### src/rtl/local_port_arbiter_pkg.sv
// Shared types and defaults for the local port arbiter and its round-robin picker.
package local_port_arbiter_pkg;

    typedef enum logic [1:0] {
        IDLE    = 2'd0,
        HOLD    = 2'd1,
        SEND    = 2'd2,
        RELEASE = 2'd3
    } arbState_t;

    localparam int DEFAULT_NUM_PORTS  = 4;
    localparam int DEFAULT_DATA_WIDTH = 32;

endpackage

### src/rtl/local_port_arbiter_rr_priority_picker.sv
// Combinational round-robin picker: first set request at or after the pointer, wrapping.
module rr_priority_picker #(
    parameter int NUM_PORTS = 4,
    parameter int PTR_W     = 2
) (
    input  logic [NUM_PORTS-1:0] req,
    input  logic [PTR_W-1:0]     pointer,
    output logic [PTR_W-1:0]     winner,
    output logic                 valid
);

    logic [PTR_W-1:0] idx;

    // Scan from the farthest offset down so the closest request to the pointer wins last.
    always_comb begin
        winner = '0;
        valid  = 1'b0;
        idx    = '0;
        for (int offset = NUM_PORTS - 1; offset >= 0; offset--) begin
            idx = PTR_W'((int'(pointer) + offset) % NUM_PORTS);
            if (req[idx]) begin
                winner = idx;
                valid  = 1'b1;
            end
        end
    end

endmodule

### src/rtl/local_port_arbiter.sv
// Round-robin arbiter funnelling NUM_PORTS requesters into one downstream sink via a single-entry buffer.
module local_port_arbiter
    import local_port_arbiter_pkg::*;
#(
    parameter int NUM_PORTS = DEFAULT_NUM_PORTS,
    parameter int dataWidth = DEFAULT_DATA_WIDTH,
    parameter int PTR_W     = $clog2(NUM_PORTS)
) (
    input  logic                           clk,
    input  logic                           reset,
    input  logic [NUM_PORTS-1:0]           ReqUpStr,
    input  logic [NUM_PORTS*dataWidth-1:0] PacketIn,
    output logic [NUM_PORTS-1:0]           GntUpStr,
    output logic [NUM_PORTS-1:0]           UpStrFull,
    output logic                           ReqDnStr,
    output logic [dataWidth-1:0]           PacketOut,
    input  logic                           GntDnStr,
    input  logic                           DnStrFull,
    output logic [PTR_W-1:0]               CurrentOwner,
    output logic [31:0]                    ForwardCount
);

    arbState_t              state, nextState;
    logic [PTR_W-1:0]       pointer, nextPointer;
    logic [PTR_W-1:0]       winner;
    logic                   winValid;
    logic [NUM_PORTS-1:0]   nextGnt, nextFull;
    logic                   nextReqDn;
    logic [dataWidth-1:0]   nextBuffer;
    logic [PTR_W-1:0]       nextOwner;
    logic [31:0]            nextCount;

    rr_priority_picker #(
        .NUM_PORTS(NUM_PORTS),
        .PTR_W    (PTR_W)
    ) picker (
        .req    (ReqUpStr),
        .pointer(pointer),
        .winner (winner),
        .valid  (winValid)
    );

    always_ff @(posedge clk or negedge reset) begin
        if (!reset) state <= IDLE;
        else        state <= nextState;
    end

    // Requests are only sampled in IDLE, so a requester lingering after its grant cannot win twice.
    always_comb begin
        nextState   = state;
        nextPointer = pointer;
        nextGnt     = '0;
        nextReqDn   = ReqDnStr;
        nextBuffer  = PacketOut;
        nextOwner   = CurrentOwner;
        nextCount   = ForwardCount;
        case (state)
            IDLE: begin
                if (winValid) begin
                    nextBuffer      = PacketIn[int'(winner)*dataWidth +: dataWidth];
                    nextGnt[winner] = 1'b1;
                    nextOwner       = winner;
                    nextPointer     = (winner == PTR_W'(NUM_PORTS - 1)) ? '0 : winner + PTR_W'(1);
                    nextState       = HOLD;
                end
            end
            HOLD: begin
                if (!DnStrFull) begin
                    nextReqDn = 1'b1;
                    nextState = SEND;
                end
            end
            SEND: begin
                if (GntDnStr) begin
                    nextReqDn = 1'b0;
                    nextCount = ForwardCount + 32'd1;
                    nextState = RELEASE;
                end
            end
            RELEASE: nextState = IDLE;
            default: nextState = IDLE;
        endcase
        nextFull = {NUM_PORTS{(nextState != IDLE) || DnStrFull}};
    end

    always_ff @(posedge clk or negedge reset) begin
        if (!reset) begin
            pointer      <= '0;
            GntUpStr     <= '0;
            UpStrFull    <= '0;
            ReqDnStr     <= 1'b0;
            PacketOut    <= '0;
            CurrentOwner <= '0;
            ForwardCount <= '0;
        end else begin
            pointer      <= nextPointer;
            GntUpStr     <= nextGnt;
            UpStrFull    <= nextFull;
            ReqDnStr     <= nextReqDn;
            PacketOut    <= nextBuffer;
            CurrentOwner <= nextOwner;
            ForwardCount <= nextCount;
        end
    end

endmodule

### config.mk
export PLATFORM = sky130hd
export DESIGN_NAME = local_port_arbiter
export DESIGN_NICKNAME = d
export VERILOG_FILES = /design/src/rtl/local_port_arbiter_pkg.sv /design/src/rtl/local_port_arbiter_rr_priority_picker.sv /design/src/rtl/local_port_arbiter.sv
export SDC_FILE = /design/constraint.sdc
export NUM_CORES = 1
export LEC_CHECK = 0
export CORE_UTILIZATION = 25
export CTS_CLUSTER_DIAMETER = 30
export CTS_CLUSTER_SIZE = 14
export DETAILED_ROUTE_END_ITERATION = 7
export SLEW_MARGIN = 20
export SYNTH_ARGS = -nofsm -noshare
export SYNTH_HDL_FRONTEND = slang
export SYNTH_SLANG_ARGS = --single-unit
### constraint.sdc
create_clock -name clk -period 1.7 [get_ports clk]
set_input_delay 0.17 -clock clk [delete_from_list [all_inputs] [get_ports clk]]
set_output_delay 0.17 -clock clk [all_outputs]
set_load 0.1 [all_outputs]
==> reports/metrics.cfg, run 1 <==
[status]
outcome = finished, violations left
violations = setup timing

[synthesis]
async_flop_share = 1.000
ys.warnings.count = 0
yosysTopAreaCellShare = 0.4333
synth-seq-area-share = 0.4333
synth_area_leaders = dfrtp_1 (43%), mux2i_1 (7.5%), a211o_1 (6.4%)
synth_edf_count = 0
synth_fa_ha_area_frac = 0.005701
synth.largest_area_cell = dfrtp_1
syn_avg_cell_area_sq_um = 10.07
ys_ff_latch = 76
synth_ff_type = dfrtp_1
synth-simple-area-share = 0.1633
synth-xor-area-share = 0.06186
yosysMostFrequentCell = dfrtp_1
synth_mux_area_frac = 0.08039
ys_types = 43
synthTopCellsByCount = dfrtp_1 (76), nand2_1 (56), nand3_1 (37)
syn-instance-count = 436
synth-compound-area-share = 0.1918
synth_area_sq_um = 4389
synth_top_family_by_area = compound AO/OA/AOI/OAI gates
syn_nets = 574

[die]
dieArea_sq_um = 18090
dieHeight_microns = 134.5
ios = 211
fp-row-count = 48
start_util = 0.2546
fp.coreArea_sq_um = 17240
die_x_microns = 134.5

[layout]
diodes = 0
final_cell_count_no_fill = 925
finalNetCount = 833
drive_gt1_frac = 0.3757
synthToLayoutAreaGrowth_pct = 93.70
ff_latch_area_sq_um = 1974
multi_input_area_sq_um = 2547
utilization = 0.4932
n_fill_cell = 1495
final_area_sq_um = 8502

[place]
hpwl_microns = 11510
dp_worst_setup_slack_ns = -0.4134
dp.cells = 890
routabilityCongestion = 0.8106
place_area_sq_um = 7492
io_buffers = 210

[worst_setup_path]
criticalPathCategory = reg -> reg
r2r-start = pointer[1]
r2r_setup_slack_ns = -0.16
critical_path.endpoint_type = register
endpoint = PacketOut[22]
arrival_ns = 2.12
r2r-end = PacketOut[22]
reg2regPathDepth = 7
cp_max_fo = 11
crit_required_ns = 1.97
start_kind = register
startpoint = pointer[1]

[clock_network]
cts_tree = done
root_buffer = clkbuf_16
clock_latency_ns = 0.34
clk_pin_slew_worst_paths_ns = 0.07
clkSinkCount = 76
cts_buffers = 9
cts_max_level = 3
cts_max_path_buffers = 2

[timing]
relSlewSlack = 0.7226
setup_slack_ns = -0.1576
slew_violations = 0
hold_viol = 0
rsz0062_at_grt = yes
setup_viol = 36
final.min_clock_period_ns = 1.858
clock.fmax_mhz = 538.3
timing.hold.ws_ns = 0.3215
skew_ns = 0.008752
worst_pin_slew_ns = 0.4161
finalCritPeriodShare = 1.093

[routing]
vias = 4492
drc = 0
avgViaCountPerCell = 4.856
wl_microns = 16360
avgRoutedWirePerCell_microns = 17.69
final_antenna_net_count = 0
drtIter0Drc = 200
dr.pass1.iters = 4

[grt]
grt_pass1_wl_microns = 23370
antenna_found_initial = 0
grt_usage = 0.1693
grt.overflow.total = 0
grt_max_degree = 46
first_global_vias = 4400

[pwr]
leakagePower_nw = 3.568
peakVddDrop_mv = 1.423
powerDensity_nw_per_um2 = 1730

[worst_hold_path]
hold_class = in -> async

[run]
max_cap_violations = 0

[power by group]
group	total (mW)	leakage (nW)	switching, mW	internal [mW]
clock	2.18	0.159	0.868	1.31
sequential	2.84	0.932	0.460	2.38
combinational	9.70	2.48	6.16	3.54
[layout by cell type, fill, tap and decap left out, drive strengths merged, types with 3 or more instances in the layout]
cell type / synthesis / routed
clkdlybuf4s50: 0 / 134
and3: 4 / 4
nand4: 8 / 8
a211o: 32 / 32
a21oi: 3 / 3
o211ai: 32 / 32
nor3: 5 / 5
buf: 32 / 144
xor2: 9 / 9
and4: 5 / 5
and2: 3 / 3
nand3: 38 / 38
clkbuf: 6 / 15
nand2: 58 / 59
dfrtp: 76 / 76
xnor2: 22 / 22
o21ai: 36 / 36
inv: 4 / 8
mux2i: 33 / 33
nor2: 10 / 10
[through the flow]
step / setup TNS [ns] / total power, mW
finish: -4.059 / 14.71
global route: -6.556 / 15.34
CTS: -2.787 / 14.01
detailed placement: -15.89 / 11.45
global placement: -13.32 / 11.30
floorplan: -1.104 / 8.680
[flip-flops by register name, summed over array words and instances, names as in the netlist]
signal        cells
CurrentOwner      2
ForwardCount     32
GntUpStr          4
PacketOut        32
ReqDnStr          1
UpStrFull         1
pointer           2
state             2
[cell type report]
| type | instances | area share |
|---|---|---|
| Clock inverter | 7 | 0.01236 |
| Clock buffer | 9 | 0.02649 |
| Inverter | 4 | 0.002060 |
| Tap cell | 225 | 0.03311 |
| Timing Repair Buffer | 285 | 0.3941 |
| Multi-Input combinational cell | 319 | 0.2996 |
| Sequential cell | 76 | 0.2322 |
[worst min path at each step]
stage                      from          endpoint  slack, ns  depth (start not counted)
after global placement    reset  ForwardCount[14]       0.14                          1
after global routing      reset  ForwardCount[31]       0.35                          2
after CTS                 reset  ForwardCount[30]       0.33                          2
after floorplan           reset   CurrentOwner[0]      -0.13                          0
final                     reset  ForwardCount[31]       0.32                          2
after detailed placement  reset  ForwardCount[12]       0.14                          1
[cell families after synthesis]
logic type | count (synthesis)
AO/OA/AOI/OAI | 110
XOR/XNOR | 31
adder cells (fa/ha/maj) | 2
buffers and inverters | 42
flip-flops | 76
multiplexers | 35
AND/OR/NAND/NOR | 140
[layer usage]
layer | routed length [microns] | vias up | share of wire | track usage
li1 | - | 2102 | - | -
met1 | 6591 | 2137 | 0.40 | 0.1973
met2 | 8228 | 226 | 0.50 | 0.2979
met3 | 1214 | 27 | 0.074 | 0.05368
met4 | 325 | 0 | 0.020 | 0.04682
met5 | 0 | - | 0 | 0
[critical path: stages (launching register included)]
cell	delay [ns]
dfrtp_2	0.46
mux2i_4	0.29
o22a_1	0.22
buf_6	0.16
clkbuf_16	0.17
nand3_1	0.08
a211o_1	0.33
o211ai_2	0.08
[timing repair]
item	in CTS	in global routing
setup endpoints to repair	39	45
resized for setup	34	61
buffers inserted	5	3
hold buffers	1	0
cloned	2	8
pin swaps	6	46
endpoints found under the hold margin	31	0
Note: power is estimated with default switching activity, not from simulation.
==> run 2: changes to the inputs <==
--- a/config.mk
+++ b/config.mk
@@ -9,6 +9,7 @@
 export CTS_CLUSTER_DIAMETER = 30
 export CTS_CLUSTER_SIZE = 14
 export DETAILED_ROUTE_END_ITERATION = 7
+export PLACE_DENSITY = 0.53
 export SLEW_MARGIN = 20
 export SYNTH_ARGS = -nofsm -noshare
 export SYNTH_HDL_FRONTEND = slang
==> reports/metrics.cfg, run 2 (synthesized netlist as in run 1, its figures left out) <==
[status]
outcome = finished, violations left
violations = setup timing

[run]
max_cap_violations = 0  ; unchanged

[timing]
final.min_clock_period_ns = 1.716  ; -0.1414 ns
hold_viol = 0  ; unchanged
slew_violations = 0  ; unchanged
setup_slack_ns = -0.01628  ; +0.1414 ns
worst_pin_slew_ns = 0.3664  ; -0.04963 ns
fin_tns_setup_ns = -0.04098  ; +4.018 ns
setup_viol = 3  ; -92%
finalCritPeriodShare = 1.010  ; -0.08316
clock.fmax_mhz = 582.7  ; +8.2%
skew_ns = 0.01106  ; +0.002305 ns
rsz0062_at_grt = yes
relSlewSlack = 0.7557  ; +0.03309

[grt]
first_global_vias = 4463  ; +1.4%
grt_max_degree = 39  ; -15%
grt.overflow.total = 0  ; unchanged
grt_usage = 0.1719  ; +0.002606
antenna_found_initial = 0  ; unchanged
grt_pass1_wl_microns = 23890  ; +2.2%

[worst_setup_path]
worstPathCellList = mux2i_2 -> o22a_4 -> nand2_8 -> buf_12 -> inv_4 -> ha_4 -> nand2_1 -> nand2_1
path_buf_inv = 2  ; unchanged
path_delay_family = flip-flops
r2r-start = pointer[1]
worst_path_most_repeated_cell = nand2_1
start_kind = register
crit_required_ns = 1.92  ; -0.05 ns
arrival_ns = 1.93  ; -0.19 ns
criticalPathCategory = reg -> reg
slowest_stage = dfrtp_2
critical_path.endpoint_type = register
slowest_delay_ns = 0.44  ; -0.02 ns
cp_max_fo = 7  ; -4
startpoint = pointer[1]

[layout]
finalNetCount = 815  ; -2.2%
drive_gt1_frac = 0.3211  ; -0.05460
final_common_cell = clkdlybuf4s50_1
synthToLayoutAreaGrowth_pct = 82.27
diodes = 0  ; unchanged
largestRegisters = ForwardCount (32), PacketOut (32), GntUpStr (4)
mostFrequentLayoutCells = clkdlybuf4s50_1 (133), buf_4 (76), nand2_1 (56)
utilization = 0.4641  ; -0.02911

[routing]
drtIter0Drc = 120  ; -40%
final_antenna_net_count = 0  ; unchanged
avgRoutedWirePerCell_microns = 17.23  ; -2.6%
drc = 0  ; unchanged
dr.pass1.iters = 4  ; unchanged
wl_microns = 15630  ; -4.5%
vias = 4364  ; -2.8%
avgViaCountPerCell = 4.811  ; -0.92%

[place]
routabilityCongestion = 0.7772  ; -4.1%
dp_worst_setup_slack_ns = -0.4942  ; -0.08084 ns
io_buffers = 210  ; unchanged
hpwl_microns = 11500  ; -0.11%

[die]
dieArea_sq_um = 18090  ; unchanged
fp-row-count = 48  ; unchanged
ios = 211  ; unchanged
die_x_microns = 134.5  ; unchanged
dieHeight_microns = 134.5  ; unchanged
fp.coreArea_sq_um = 17240  ; unchanged
start_util = 0.2546  ; unchanged

[clock_network]
clkSinkCount = 76  ; unchanged
clock_latency_ns = 0.34  ; about the same
clk_pin_slew_worst_paths_ns = 0.06  ; about the same
root_buffer = clkbuf_16
cts_max_path_buffers = 2  ; unchanged
cts_tree = done
cts_max_level = 3  ; unchanged
cts_buffers = 9  ; unchanged

[pwr]
powerDensity_nw_per_um2 = 1728  ; -0.16%
power.switching_mw = 7.111  ; -5.0%
p_int_mw = 6.711  ; -7.1%
p_sw_frac = 0.5145  ; +0.005581
pwr-share-clk = 0.153  ; +0.005
combPwrFrac = 0.646  ; -0.013
leakagePower_nw = 3.372  ; -5.5%
p_seq_frac = 0.201  ; +0.008
peakVddDrop_mv = 1.104  ; -22%

[worst_hold_path]
hold_class = in -> async

==> run 2: cell types whose count changed in the layout (fill, tap and decap cells not counted), sizes merged <==
cell | previous run | this run
clkbuf | 15 | 13
buf | 144 | 130
clkinv | 0 | 4
inv | 8 | 4
nand2 | 59 | 58
dlygate4sd2 | 0 | 1
clkinvlp | 1 | 0
clkdlybuf4s50 | 134 | 133
==> run 2: final cells by class <==
class,instances,area [sq um]
Fill cell,1572,9236
Timing Repair Buffer,268,3028
Multi-Input combinational cell,318,2372
Sequential cell,76,1974
Tap cell,225,281.5
Clock buffer,10,239.0
Clock inverter,6,87.58
Inverter,4,17.52
==> run 2: worst paths after layout <==
path	slack (ns)	cells after the start	endpoint
max in group asynchronous	0.85	3	PacketOut[16]
hold / removal	0.23	2	ForwardCount[13]
setup reg to reg	-0.02	8	pointer[1]
min in group clk	0.47	2	UpStrFull[0]
hold reg to reg	0.47	1	ForwardCount[31]
setup / recovery	-0.02	8	pointer[1]
==> run 2: repair_timing <==
item,4_1_cts,5_1_grt
cloned,0,3
hold buffers,1,0
buffers inserted,2,2
pin swaps,2,3
resized for setup,12,26
setup endpoints to repair,38,42
endpoints found under the hold margin,50,0
==> run 2: worst reg2reg max path: cells and delay by family (launching register included) <==
| family | cells | cell delay, ns |
|---|---|---|
| flip-flops | 1 | 0.44 |
| multiplexers | 1 | 0.30 |
| AO/OA/AOI/OAI | 1 | 0.25 |
| buffers and inverters | 2 | 0.23 |
| AND/OR/NAND/NOR | 3 | 0.21 |
| adder cells (fa/ha/maj) | 1 | 0.19 |
==> run 2: per-layer routing <==
layer  up-vias  GRT usage  part of all wire
met5         -          0                 0
met1      2104     0.2086              0.42
li1       2067          -                 -
met4         0    0.05181             0.016
met2       175     0.2942              0.50
met3        18    0.04955             0.063
==> run 2: metrics by stage <==
step / instance area (sq um) / power (mW) / std cells / hold slack (ns)
after global placement: 7403 / 11.26 / 883 / 0.03500
after global routing: 8000 / 14.49 / 907 / 0.2327
final: 8000 / 13.82 / 907 / 0.2271
after CTS: 7796 / 13.62 / 902 / 0.2173
after detailed placement: 7403 / 11.37 / 883 / 0.04142
after floorplan: 4504 / 8.680 / 436 / -0.1256
==> run 2: power by group through the flow <==
stage	Combinational, mW	Sequential (mW)	Clock [mW]
detailed placement	8.56	2.81	0
global route	9.39	2.84	2.25
floorplan	2.59	6.09	0
finish	8.93	2.78	2.11
CTS	8.65	2.78	2.18
global placement	8.46	2.80	0
